File: src/rtl/sdram_port_arbiter_if.sv
// Client-side and controller-side buses of sdram_port_arbiter; port i owns slice i of every p_* bus.
// master = arbiter view, slave = client/controller environment view.
interface sdram_port_arbiter_if #(
  parameter int NUM_PORTS    = 4,
  parameter int ADDR_WIDTH   = 25,
  parameter int DATA_WIDTH   = 16,
  parameter int BURST_LENGTH = 8
);
  logic [NUM_PORTS*ADDR_WIDTH-1:0]              p_addr;
  logic [NUM_PORTS*DATA_WIDTH-1:0]              p_data;
  logic [NUM_PORTS*2-1:0]                       p_byte_en;
  logic [NUM_PORTS-1:0]                         p_wr_req;
  logic [NUM_PORTS-1:0]                         p_rd_req;
  logic [NUM_PORTS*DATA_WIDTH*BURST_LENGTH-1:0] p_q;
  logic [NUM_PORTS-1:0]                         p_ready;
  logic [NUM_PORTS-1:0]                         p_busy;
  logic                                         ctrl_init_complete;
  logic [ADDR_WIDTH-1:0]                        ctrl_addr;
  logic [DATA_WIDTH-1:0]                        ctrl_data;
  logic [1:0]                                   ctrl_byte_en;
  logic                                         ctrl_wr_req;
  logic                                         ctrl_rd_req;
  logic [DATA_WIDTH*BURST_LENGTH-1:0]           ctrl_q;
  logic                                         ctrl_ready;
  logic                                         timeout_err;

  modport master (
    input  p_addr, p_data, p_byte_en, p_wr_req, p_rd_req,
    output p_q, p_ready, p_busy,
    input  ctrl_init_complete,
    output ctrl_addr, ctrl_data, ctrl_byte_en, ctrl_wr_req, ctrl_rd_req,
    input  ctrl_q, ctrl_ready,
    output timeout_err
  );

  modport slave (
    output p_addr, p_data, p_byte_en, p_wr_req, p_rd_req,
    input  p_q, p_ready, p_busy,
    output ctrl_init_complete,
    input  ctrl_addr, ctrl_data, ctrl_byte_en, ctrl_wr_req, ctrl_rd_req,
    output ctrl_q, ctrl_ready,
    input  timeout_err
  );
endinterface

File: src/rtl/sdram_port_arbiter.sv
// N-port request latch and arbiter feeding the sdram controller p0 port; ctrl_*_req rises 2 edges after capture.
// Busy ports drop new requests; optional WAIT watchdog enabled by `define SDRAM_ARB_TIMEOUT_EN.
module sdram_port_arbiter #(
  parameter int NUM_PORTS      = 4,
  parameter int ADDR_WIDTH     = 25,
  parameter int DATA_WIDTH     = 16,
  parameter int BURST_LENGTH   = 8,
  parameter int ROUND_ROBIN    = 1,
  parameter int TIMEOUT_CYCLES = 1024
) (
  input logic                  clk,
  input logic                  reset_n,
  sdram_port_arbiter_if.master bus
);

  localparam int QW = DATA_WIDTH * BURST_LENGTH;
  localparam int PW = (NUM_PORTS > 1) ? $clog2(NUM_PORTS) : 1;

  localparam logic [1:0] S_IDLE  = 2'd0;
  localparam logic [1:0] S_ISSUE = 2'd1;
  localparam logic [1:0] S_WAIT  = 2'd2;

  if (NUM_PORTS < 2 || NUM_PORTS > 8 || TIMEOUT_CYCLES < 1) begin : g_param_check
    $error("sdram_port_arbiter: parameter out of range");
  end

  logic [1:0]                           state_q, state_d;
  logic [PW-1:0]                        grant_q, grant_d;
  logic [PW-1:0]                        ptr_q, ptr_d;
  logic                                 op_wr_q, op_wr_d;
  logic [NUM_PORTS-1:0]                 pending_q, pending_d;
  logic [NUM_PORTS-1:0][ADDR_WIDTH-1:0] lat_addr_q, lat_addr_d;
  logic [NUM_PORTS-1:0][DATA_WIDTH-1:0] lat_data_q, lat_data_d;
  logic [NUM_PORTS-1:0][1:0]            lat_be_q, lat_be_d;
  logic [NUM_PORTS-1:0]                 lat_wr_q, lat_wr_d;
  logic [ADDR_WIDTH-1:0]                ctrl_addr_q, ctrl_addr_d;
  logic [DATA_WIDTH-1:0]                ctrl_data_q, ctrl_data_d;
  logic [1:0]                           ctrl_be_q, ctrl_be_d;
  logic                                 ctrl_wr_q, ctrl_wr_d;
  logic                                 ctrl_rd_q, ctrl_rd_d;
  logic [NUM_PORTS-1:0][QW-1:0]         p_q_q, p_q_d;
  logic [NUM_PORTS-1:0]                 p_ready_q, p_ready_d;

  logic          sel_vld;
  logic [PW-1:0] sel_idx;
  logic [PW-1:0] arb_base;
  logic          done;

`ifdef SDRAM_ARB_TIMEOUT_EN
  localparam int TW = $clog2(TIMEOUT_CYCLES + 1);
  logic [TW-1:0] tmo_cnt_q, tmo_cnt_d;
  logic          tmo_err_q, tmo_err_d;
`endif

  function automatic logic [PW-1:0] wrap_add(input logic [PW-1:0] base, input int k);
    int s;
    s = int'(base) + k;
    if (s >= NUM_PORTS) s = s - NUM_PORTS;
    return PW'(s);
  endfunction

  // Fixed priority is round-robin with the scan always starting at port 0.
  assign arb_base = (ROUND_ROBIN != 0) ? ptr_q : '0;

  always_comb begin
    sel_vld = 1'b0;
    sel_idx = '0;
    for (int k = NUM_PORTS - 1; k >= 0; k--) begin
      if (pending_q[wrap_add(arb_base, k)]) begin
        sel_vld = 1'b1;
        sel_idx = wrap_add(arb_base, k);
      end
    end
  end

  always_comb begin
    state_d     = state_q;
    grant_d     = grant_q;
    ptr_d       = ptr_q;
    op_wr_d     = op_wr_q;
    pending_d   = pending_q;
    lat_addr_d  = lat_addr_q;
    lat_data_d  = lat_data_q;
    lat_be_d    = lat_be_q;
    lat_wr_d    = lat_wr_q;
    ctrl_addr_d = ctrl_addr_q;
    ctrl_data_d = ctrl_data_q;
    ctrl_be_d   = ctrl_be_q;
    ctrl_wr_d   = 1'b0;
    ctrl_rd_d   = 1'b0;
    p_q_d       = p_q_q;
    p_ready_d   = '0;
    done        = 1'b0;
`ifdef SDRAM_ARB_TIMEOUT_EN
    tmo_cnt_d   = tmo_cnt_q;
    tmo_err_d   = tmo_err_q;
`endif

    // Requests on a busy port are dropped; write wins a wr/rd collision.
    for (int i = 0; i < NUM_PORTS; i++) begin
      if (!pending_q[i] && (bus.p_wr_req[i] || bus.p_rd_req[i])) begin
        pending_d[i]  = 1'b1;
        lat_addr_d[i] = bus.p_addr[i*ADDR_WIDTH +: ADDR_WIDTH];
        lat_data_d[i] = bus.p_data[i*DATA_WIDTH +: DATA_WIDTH];
        lat_be_d[i]   = bus.p_byte_en[i*2 +: 2];
        lat_wr_d[i]   = bus.p_wr_req[i];
      end
    end

    case (state_q)
      S_IDLE: begin
        if (bus.ctrl_init_complete && sel_vld) begin
          grant_d     = sel_idx;
          ctrl_addr_d = lat_addr_q[sel_idx];
          ctrl_data_d = lat_data_q[sel_idx];
          ctrl_be_d   = lat_be_q[sel_idx];
          op_wr_d     = lat_wr_q[sel_idx];
          state_d     = S_ISSUE;
        end
      end
      S_ISSUE: begin
        ctrl_wr_d = op_wr_q;
        ctrl_rd_d = !op_wr_q;
        state_d   = S_WAIT;
`ifdef SDRAM_ARB_TIMEOUT_EN
        tmo_cnt_d = '0;
`endif
      end
      S_WAIT: begin
        if (bus.ctrl_ready) begin
          if (!op_wr_q) p_q_d[grant_q] = bus.ctrl_q;
          done = 1'b1;
        end
`ifdef SDRAM_ARB_TIMEOUT_EN
        else if (tmo_cnt_q == TW'(TIMEOUT_CYCLES - 1)) begin
          tmo_err_d = 1'b1;
          done      = 1'b1;
        end else begin
          tmo_cnt_d = tmo_cnt_q + 1'b1;
        end
`endif
        // A timed-out port also yields its turn so the rest keep moving.
        if (done) begin
          p_ready_d[grant_q] = 1'b1;
          pending_d[grant_q] = 1'b0;
          if (ROUND_ROBIN != 0) ptr_d = wrap_add(grant_q, 1);
          state_d = S_IDLE;
        end
      end
      default: state_d = S_IDLE;
    endcase
  end

  always_ff @(posedge clk or negedge reset_n) begin
    if (!reset_n) begin
      state_q     <= S_IDLE;
      grant_q     <= '0;
      ptr_q       <= '0;
      op_wr_q     <= 1'b0;
      pending_q   <= '0;
      lat_addr_q  <= '0;
      lat_data_q  <= '0;
      lat_be_q    <= '0;
      lat_wr_q    <= '0;
      ctrl_addr_q <= '0;
      ctrl_data_q <= '0;
      ctrl_be_q   <= '0;
      ctrl_wr_q   <= 1'b0;
      ctrl_rd_q   <= 1'b0;
      p_q_q       <= '0;
      p_ready_q   <= '0;
    end else begin
      state_q     <= state_d;
      grant_q     <= grant_d;
      ptr_q       <= ptr_d;
      op_wr_q     <= op_wr_d;
      pending_q   <= pending_d;
      lat_addr_q  <= lat_addr_d;
      lat_data_q  <= lat_data_d;
      lat_be_q    <= lat_be_d;
      lat_wr_q    <= lat_wr_d;
      ctrl_addr_q <= ctrl_addr_d;
      ctrl_data_q <= ctrl_data_d;
      ctrl_be_q   <= ctrl_be_d;
      ctrl_wr_q   <= ctrl_wr_d;
      ctrl_rd_q   <= ctrl_rd_d;
      p_q_q       <= p_q_d;
      p_ready_q   <= p_ready_d;
    end
  end

`ifdef SDRAM_ARB_TIMEOUT_EN
  always_ff @(posedge clk or negedge reset_n) begin
    if (!reset_n) begin
      tmo_cnt_q <= '0;
      tmo_err_q <= 1'b0;
    end else begin
      tmo_cnt_q <= tmo_cnt_d;
      tmo_err_q <= tmo_err_d;
    end
  end

  assign bus.timeout_err = tmo_err_q;
`else
  assign bus.timeout_err = 1'b0;
`endif

  assign bus.p_q          = p_q_q;
  assign bus.p_ready      = p_ready_q;
  assign bus.p_busy       = pending_q;
  assign bus.ctrl_addr    = ctrl_addr_q;
  assign bus.ctrl_data    = ctrl_data_q;
  assign bus.ctrl_byte_en = ctrl_be_q;
  assign bus.ctrl_wr_req  = ctrl_wr_q;
  assign bus.ctrl_rd_req  = ctrl_rd_q;

endmodule

File: src/flat_wrapper.sv
// flat-port wrapper written by rule: the top's interface ports become plain ports
module sdram_port_arbiter_flat 
#(
  parameter int NUM_PORTS      = 4,
  parameter int ADDR_WIDTH     = 25,
  parameter int DATA_WIDTH     = 16,
  parameter int BURST_LENGTH   = 8,
  parameter int ROUND_ROBIN    = 1,
  parameter int TIMEOUT_CYCLES = 1024
)
  (clk, reset_n, bus_p_addr, bus_p_data, bus_p_byte_en, bus_p_wr_req, bus_p_rd_req, bus_p_q, bus_p_ready, bus_p_busy, bus_ctrl_init_complete, bus_ctrl_addr, bus_ctrl_data, bus_ctrl_byte_en, bus_ctrl_wr_req, bus_ctrl_rd_req, bus_ctrl_q, bus_ctrl_ready, bus_timeout_err);
  sdram_port_arbiter_if #(.NUM_PORTS(NUM_PORTS), .ADDR_WIDTH(ADDR_WIDTH), .DATA_WIDTH(DATA_WIDTH), .BURST_LENGTH(BURST_LENGTH)) bus_i ();
  input logic clk;
  input logic reset_n;
  input wire logic [$bits(bus_i.p_addr)-1:0] bus_p_addr;
  input wire logic [$bits(bus_i.p_data)-1:0] bus_p_data;
  input wire logic [$bits(bus_i.p_byte_en)-1:0] bus_p_byte_en;
  input wire logic [$bits(bus_i.p_wr_req)-1:0] bus_p_wr_req;
  input wire logic [$bits(bus_i.p_rd_req)-1:0] bus_p_rd_req;
  output wire logic [$bits(bus_i.p_q)-1:0] bus_p_q;
  output wire logic [$bits(bus_i.p_ready)-1:0] bus_p_ready;
  output wire logic [$bits(bus_i.p_busy)-1:0] bus_p_busy;
  input wire logic [$bits(bus_i.ctrl_init_complete)-1:0] bus_ctrl_init_complete;
  output wire logic [$bits(bus_i.ctrl_addr)-1:0] bus_ctrl_addr;
  output wire logic [$bits(bus_i.ctrl_data)-1:0] bus_ctrl_data;
  output wire logic [$bits(bus_i.ctrl_byte_en)-1:0] bus_ctrl_byte_en;
  output wire logic [$bits(bus_i.ctrl_wr_req)-1:0] bus_ctrl_wr_req;
  output wire logic [$bits(bus_i.ctrl_rd_req)-1:0] bus_ctrl_rd_req;
  input wire logic [$bits(bus_i.ctrl_q)-1:0] bus_ctrl_q;
  input wire logic [$bits(bus_i.ctrl_ready)-1:0] bus_ctrl_ready;
  output wire logic [$bits(bus_i.timeout_err)-1:0] bus_timeout_err;
  assign bus_i.p_addr = bus_p_addr;
  assign bus_i.p_data = bus_p_data;
  assign bus_i.p_byte_en = bus_p_byte_en;
  assign bus_i.p_wr_req = bus_p_wr_req;
  assign bus_i.p_rd_req = bus_p_rd_req;
  assign bus_p_q = bus_i.p_q;
  assign bus_p_ready = bus_i.p_ready;
  assign bus_p_busy = bus_i.p_busy;
  assign bus_i.ctrl_init_complete = bus_ctrl_init_complete;
  assign bus_ctrl_addr = bus_i.ctrl_addr;
  assign bus_ctrl_data = bus_i.ctrl_data;
  assign bus_ctrl_byte_en = bus_i.ctrl_byte_en;
  assign bus_ctrl_wr_req = bus_i.ctrl_wr_req;
  assign bus_ctrl_rd_req = bus_i.ctrl_rd_req;
  assign bus_i.ctrl_q = bus_ctrl_q;
  assign bus_i.ctrl_ready = bus_ctrl_ready;
  assign bus_timeout_err = bus_i.timeout_err;
  sdram_port_arbiter #(.NUM_PORTS(NUM_PORTS), .ADDR_WIDTH(ADDR_WIDTH), .DATA_WIDTH(DATA_WIDTH), .BURST_LENGTH(BURST_LENGTH), .ROUND_ROBIN(ROUND_ROBIN), .TIMEOUT_CYCLES(TIMEOUT_CYCLES)) u_core (.clk(clk), .reset_n(reset_n), .bus(bus_i));
endmodule
File: config.mk
export PLATFORM = sky130hd
export DESIGN_NAME = sdram_port_arbiter_flat
export DESIGN_NICKNAME = d
export VERILOG_FILES = /design/src/rtl/sdram_port_arbiter_if.sv /design/src/rtl/sdram_port_arbiter.sv /design/src/flat_wrapper.sv
export SDC_FILE = /design/constraint.sdc
export NUM_CORES = 1
export LEC_CHECK = 0
export ABC_AREA = 1
export CORE_AREA = 3 3 345 347
export CTS_CLUSTER_SIZE = 14
export DETAILED_ROUTE_END_ITERATION = 12
export DIE_AREA = 0 0 348 350
export SYNTH_ARGS = -nofsm -noshare
export SYNTH_HDL_FRONTEND = slang
export SYNTH_SLANG_ARGS = --single-unit
File: constraint.sdc
create_clock -name clk -period 2.05 [get_ports clk]
set_input_delay 0.205 -clock clk [delete_from_list [all_inputs] [get_ports clk]]
set_output_delay 0.205 -clock clk [all_outputs]
set_load 0.01 [all_outputs]
==> results of run 1 <==
==> worst paths after layout <==
kind / cells after the start / slack (ps) / from / end
max: 14 / 20 / u_core.arb_base[0]$_DFFE_PN0P_ / u_core.bus.ctrl_data[14]$_DFFE_PN0P_
min: 2 / 140 / reset_n / u_core.lat_addr_q[35]$_DFFE_PN0P_
max reg2reg: 14 / 20 / u_core.arb_base[0]$_DFFE_PN0P_ / u_core.bus.ctrl_data[14]$_DFFE_PN0P_
min reg2reg: 1 / 470 / u_core.op_wr_q$_DFFE_PN0P_ / u_core.bus.ctrl_rd_req$_DFF_PN0_
max in group asynchronous: 3 / 1040 / reset_n / u_core.bus.p_q[445]$_DFFE_PN0P_
min in group clk: 3 / 160 / bus_ctrl_q[1] / u_core.bus.p_q[1]$_DFFE_PN0P_
==> sequential cells by signal, indices dropped and copies added (netlist names), 4 cells and up <==
| name | count |
|---|---|
| u_core.lat_addr_q | 100 |
| u_core.bus.ctrl_addr | 25 |
| u_core.lat_be_q | 8 |
| u_core.lat_data_q | 64 |
| u_core.bus.p_q | 512 |
| u_core.lat_wr_q | 4 |
| u_core.bus.p_busy | 4 |
| u_core.bus.p_ready | 4 |
| u_core.bus.ctrl_data | 16 |
==> power by group <==
part / internal [mW] / total [mW] / switching, mW
Combinational: 15.3 / 29.6 / 14.3
Sequential: 21.6 / 25.6 / 4.06
Clock: 8.65 / 15.1 / 6.43
==> routing by layer <==
| metal | track usage [%] | wire length (um) |
|---|---|---|
| met3 | 5.13 | 9100 |
| met4 | 7.03 | 5090 |
| met5 | 0 | 38 |
| met2 | 28.4 | 53200 |
| met1 | 21.3 | 44300 |
==> area by class of cell <==
| type | count | area [sq um] |
|---|---|---|
| inverters | 167 | 639 |
| well taps | 1524 | 1910 |
| repair buffers | 1036 | 10700 |
| clock buffers | 116 | 2330 |
| diodes | 4 | 10.0 |
| flip-flops and latches | 748 | 18700 |
| fillers | 11378 | 72600 |
| multi-input cells | 1727 | 8890 |
| clock inverters | 27 | 407 |
==> cells by family after synthesis <==
family	count (synthesis)	share of synthesized area [%]
adders and majority gates	4	0.174
AOI/OAI and AO/OA	544	9.47
buffers and inverters	340	4.85
other	1	0.0130
muxes	153	5.99
DFF	748	65.0
xor gates and xnor gates	1	0.0304
and+or+nand+nor	1024	14.4
==> timing repair <==
item | CTS | global route
endpoints found under the setup margin | 44 | 46
hold buffers | 1 | 0
resized for setup | 9 | 62
cloned | 0 | 12
buffers inserted | 1 | 11
hold endpoints to repair | 347 | 0
pin swaps | 0 | 15
==> cells in the final DEF (no fill, tap or decap), drive strengths merged <==
cell | Yosys | layout
or2 | 26 | 26
nor3b | 1 | 1
dfrtp | 748 | 748
mux2 | 153 | 153
dlymetal6s2s | 0 | 3
clkinvlp | 0 | 5
nand2 | 728 | 728
inv | 167 | 169
ha | 4 | 4
nor2 | 111 | 111
xnor2 | 1 | 1
nand3 | 158 | 158
o21ai | 517 | 517
clkdlybuf4s50 | 0 | 871
diode | 0 | 4
clkbuf | 128 | 125
conb | 1 | 1
bufinv | 0 | 5
dlygate4sd3 | 0 | 1
buf | 45 | 151
dlygate4sd2 | 0 | 1
a21oi | 27 | 27
clkinv | 0 | 15
==> per-stage QoR <==
stage,utilization [%],hold slack (ps)
finish,37.5,144
global route,37.5,131
CTS,37.0,86.7
detailed placement,34.6,205
global placement,34.6,205
floorplan,-,-90.6
==> summary.md, run 1 <==
| Metric | Value |
|---|---|
| Status | finished, final reports clean |
| Final Setup Violations | 0 |
| Final hold violation count | 0 |
| Register area share after synthesis | 65.0% |
| Final Net Count | 4078 |
| Synth warn | 0 |
| Max-slew headroom | 58.7% |
| Cell family with the largest share of critical-path delay | simple AND/OR/NAND/NOR gates |
| Placed cell areas | 40200 sq um |
| Synth cell types | 28 |
| Commonest cells post-synth | dfrtp_1 (748), nand2_1 (724), o21ai_0 (515) |
| Die ar. | 122000 sq um |
| DR vias | 23631 |
| H-tree depth | 3 |
| Synth top area share | 65.0% |
| Yosys reg bits | 748 |
| RSZ-0062 raised after global routing | yes |
| Cell Pwr Density | 1610 nW/um^2 |
| Most used DFF post-synth | dfrtp_1 |
| Slowest stage delay, CP | 460 ps |
| 1st-iter DRT viols | 1589 |
| Ratio of final minimum period to clock period | 98.8% |
| Overall routed net length | 112 mm |
| Final instance area | 43600 sq um |
| Clk_lat worst skew | 660 ps |
| Post-synth EDFFs | 0 |
| Global-route wire length before repair | 158 mm |
| Vias per cell | 4.42 |
| Count leader, synth | dfrtp_1 |
| Post-Syn Area | 28800 sq um |
| CP Buf/Inv Count | 4 |
| Pre-CTS setup slack | -215 ps |
| Final Non-Filler Cells | 5349 |
| Final GP Congestion | 0.861 |
| Tightest Pin Transition | 620 ps |
| Largest net degree at the start of global routing | 91 |
| GRT overflow | 0 |
| Max Fanout on Critical Path | 6 |
| Die span in y | 350 um |
| Initial antenna violation count | 10 |
| TNS Setup | 0 ps |
| I/O pin cnt | 878 |
| TritonCTS clock tree | yes |
| # Max-Cap Violations | 0 |
| Setup CP Type | reg2reg |
| Clk buf depth | 3 |
| Worst-path clk slew | 60 ps |
| LEAKAGE | 19.8 nW |
| CORE AREA | 116000 sq um |
| Number of cell rows | 125 |
| Cell taking the most area after synthesis | dfrtp_1 |
| Drt drc | 0 |
| Top cells by area, synth | dfrtp_1 (65%), nand2_1 (9.4%), o21ai_0 (9.0%), mux2_2 (6.0%), nand3_1 (2.7%) |
| Die Span X | 348 um |
| Worst min-delay path class | in2async |
| Number of global-route vias before repair | 23858 |
| Number of port buffers | 876 |
| VDD IR-drop max | 0.881 mV |
| Synth async-reset ratio | 100% |
| Pwr Total | 70.3 mW |
| Final WS setup | 23.9 ps |
| Syn_area_per_cell | 10.2 sq um |
| Initial Utilization | 24.8% |
| Synth-to-layout area growth | 51.6% |
| Startpoint type of the worst setup path | flop |
| Arr. time, crit path | 2540 ps |
| CTS Buf Count | 82 |
| Critical Path RT | 2570 ps |
| Crit. End Element | flop |
| Routed length per instance | 20.9 um |
| Placed cells | 5179 |
| Clk sink count | 748 |
| HPWL after detailed placement | 80.8 mm |
| Mapped Cells | 2815 |
| 1st-pass router iterations | 5 |
| Crit path cell chain | buf_12 -> nand2_2 -> nand3_2 -> nand2_2 -> a21oi_4 -> nand2_2 -> nand2_4 -> inv_4 -> nor2_4 -> buf_12 -> buf_12 -> nand2_4 -> nor2_4 -> nor2_1 |
| Gr usage total | 17.3% |
| Crit path time final | 2030 ps |
| CTS Root Cell | clkbuf_16 |
| Worst path slowest cell | dfrtp_2 |
| ANT nets after route | 0 |
| Skew final | 32.9 ps |
| Layout cell share with drive strength beyond 1 | 13.2% |
| Max Freq | 0.494 GHz |
| Max Slew Vio Count | 0 |
| Net count after synthesis | 3131 |
(Power assumes the default switching activity.)
==> run 2, diff against run 1 <==
--- a/config.mk
+++ b/config.mk
@@ -6,6 +6,8 @@
 export NUM_CORES = 1
 export LEC_CHECK = 0
 export ABC_AREA = 1
+export ABC_CLOCK_PERIOD_IN_PS = 2050
+export CAP_MARGIN = 15
 export CORE_AREA = 3 3 345 347
 export CTS_CLUSTER_SIZE = 14
 export DETAILED_ROUTE_END_ITERATION = 12
==> results of run 2 <==
No change in the layout: final DEF, timing and power equal those of run 1.
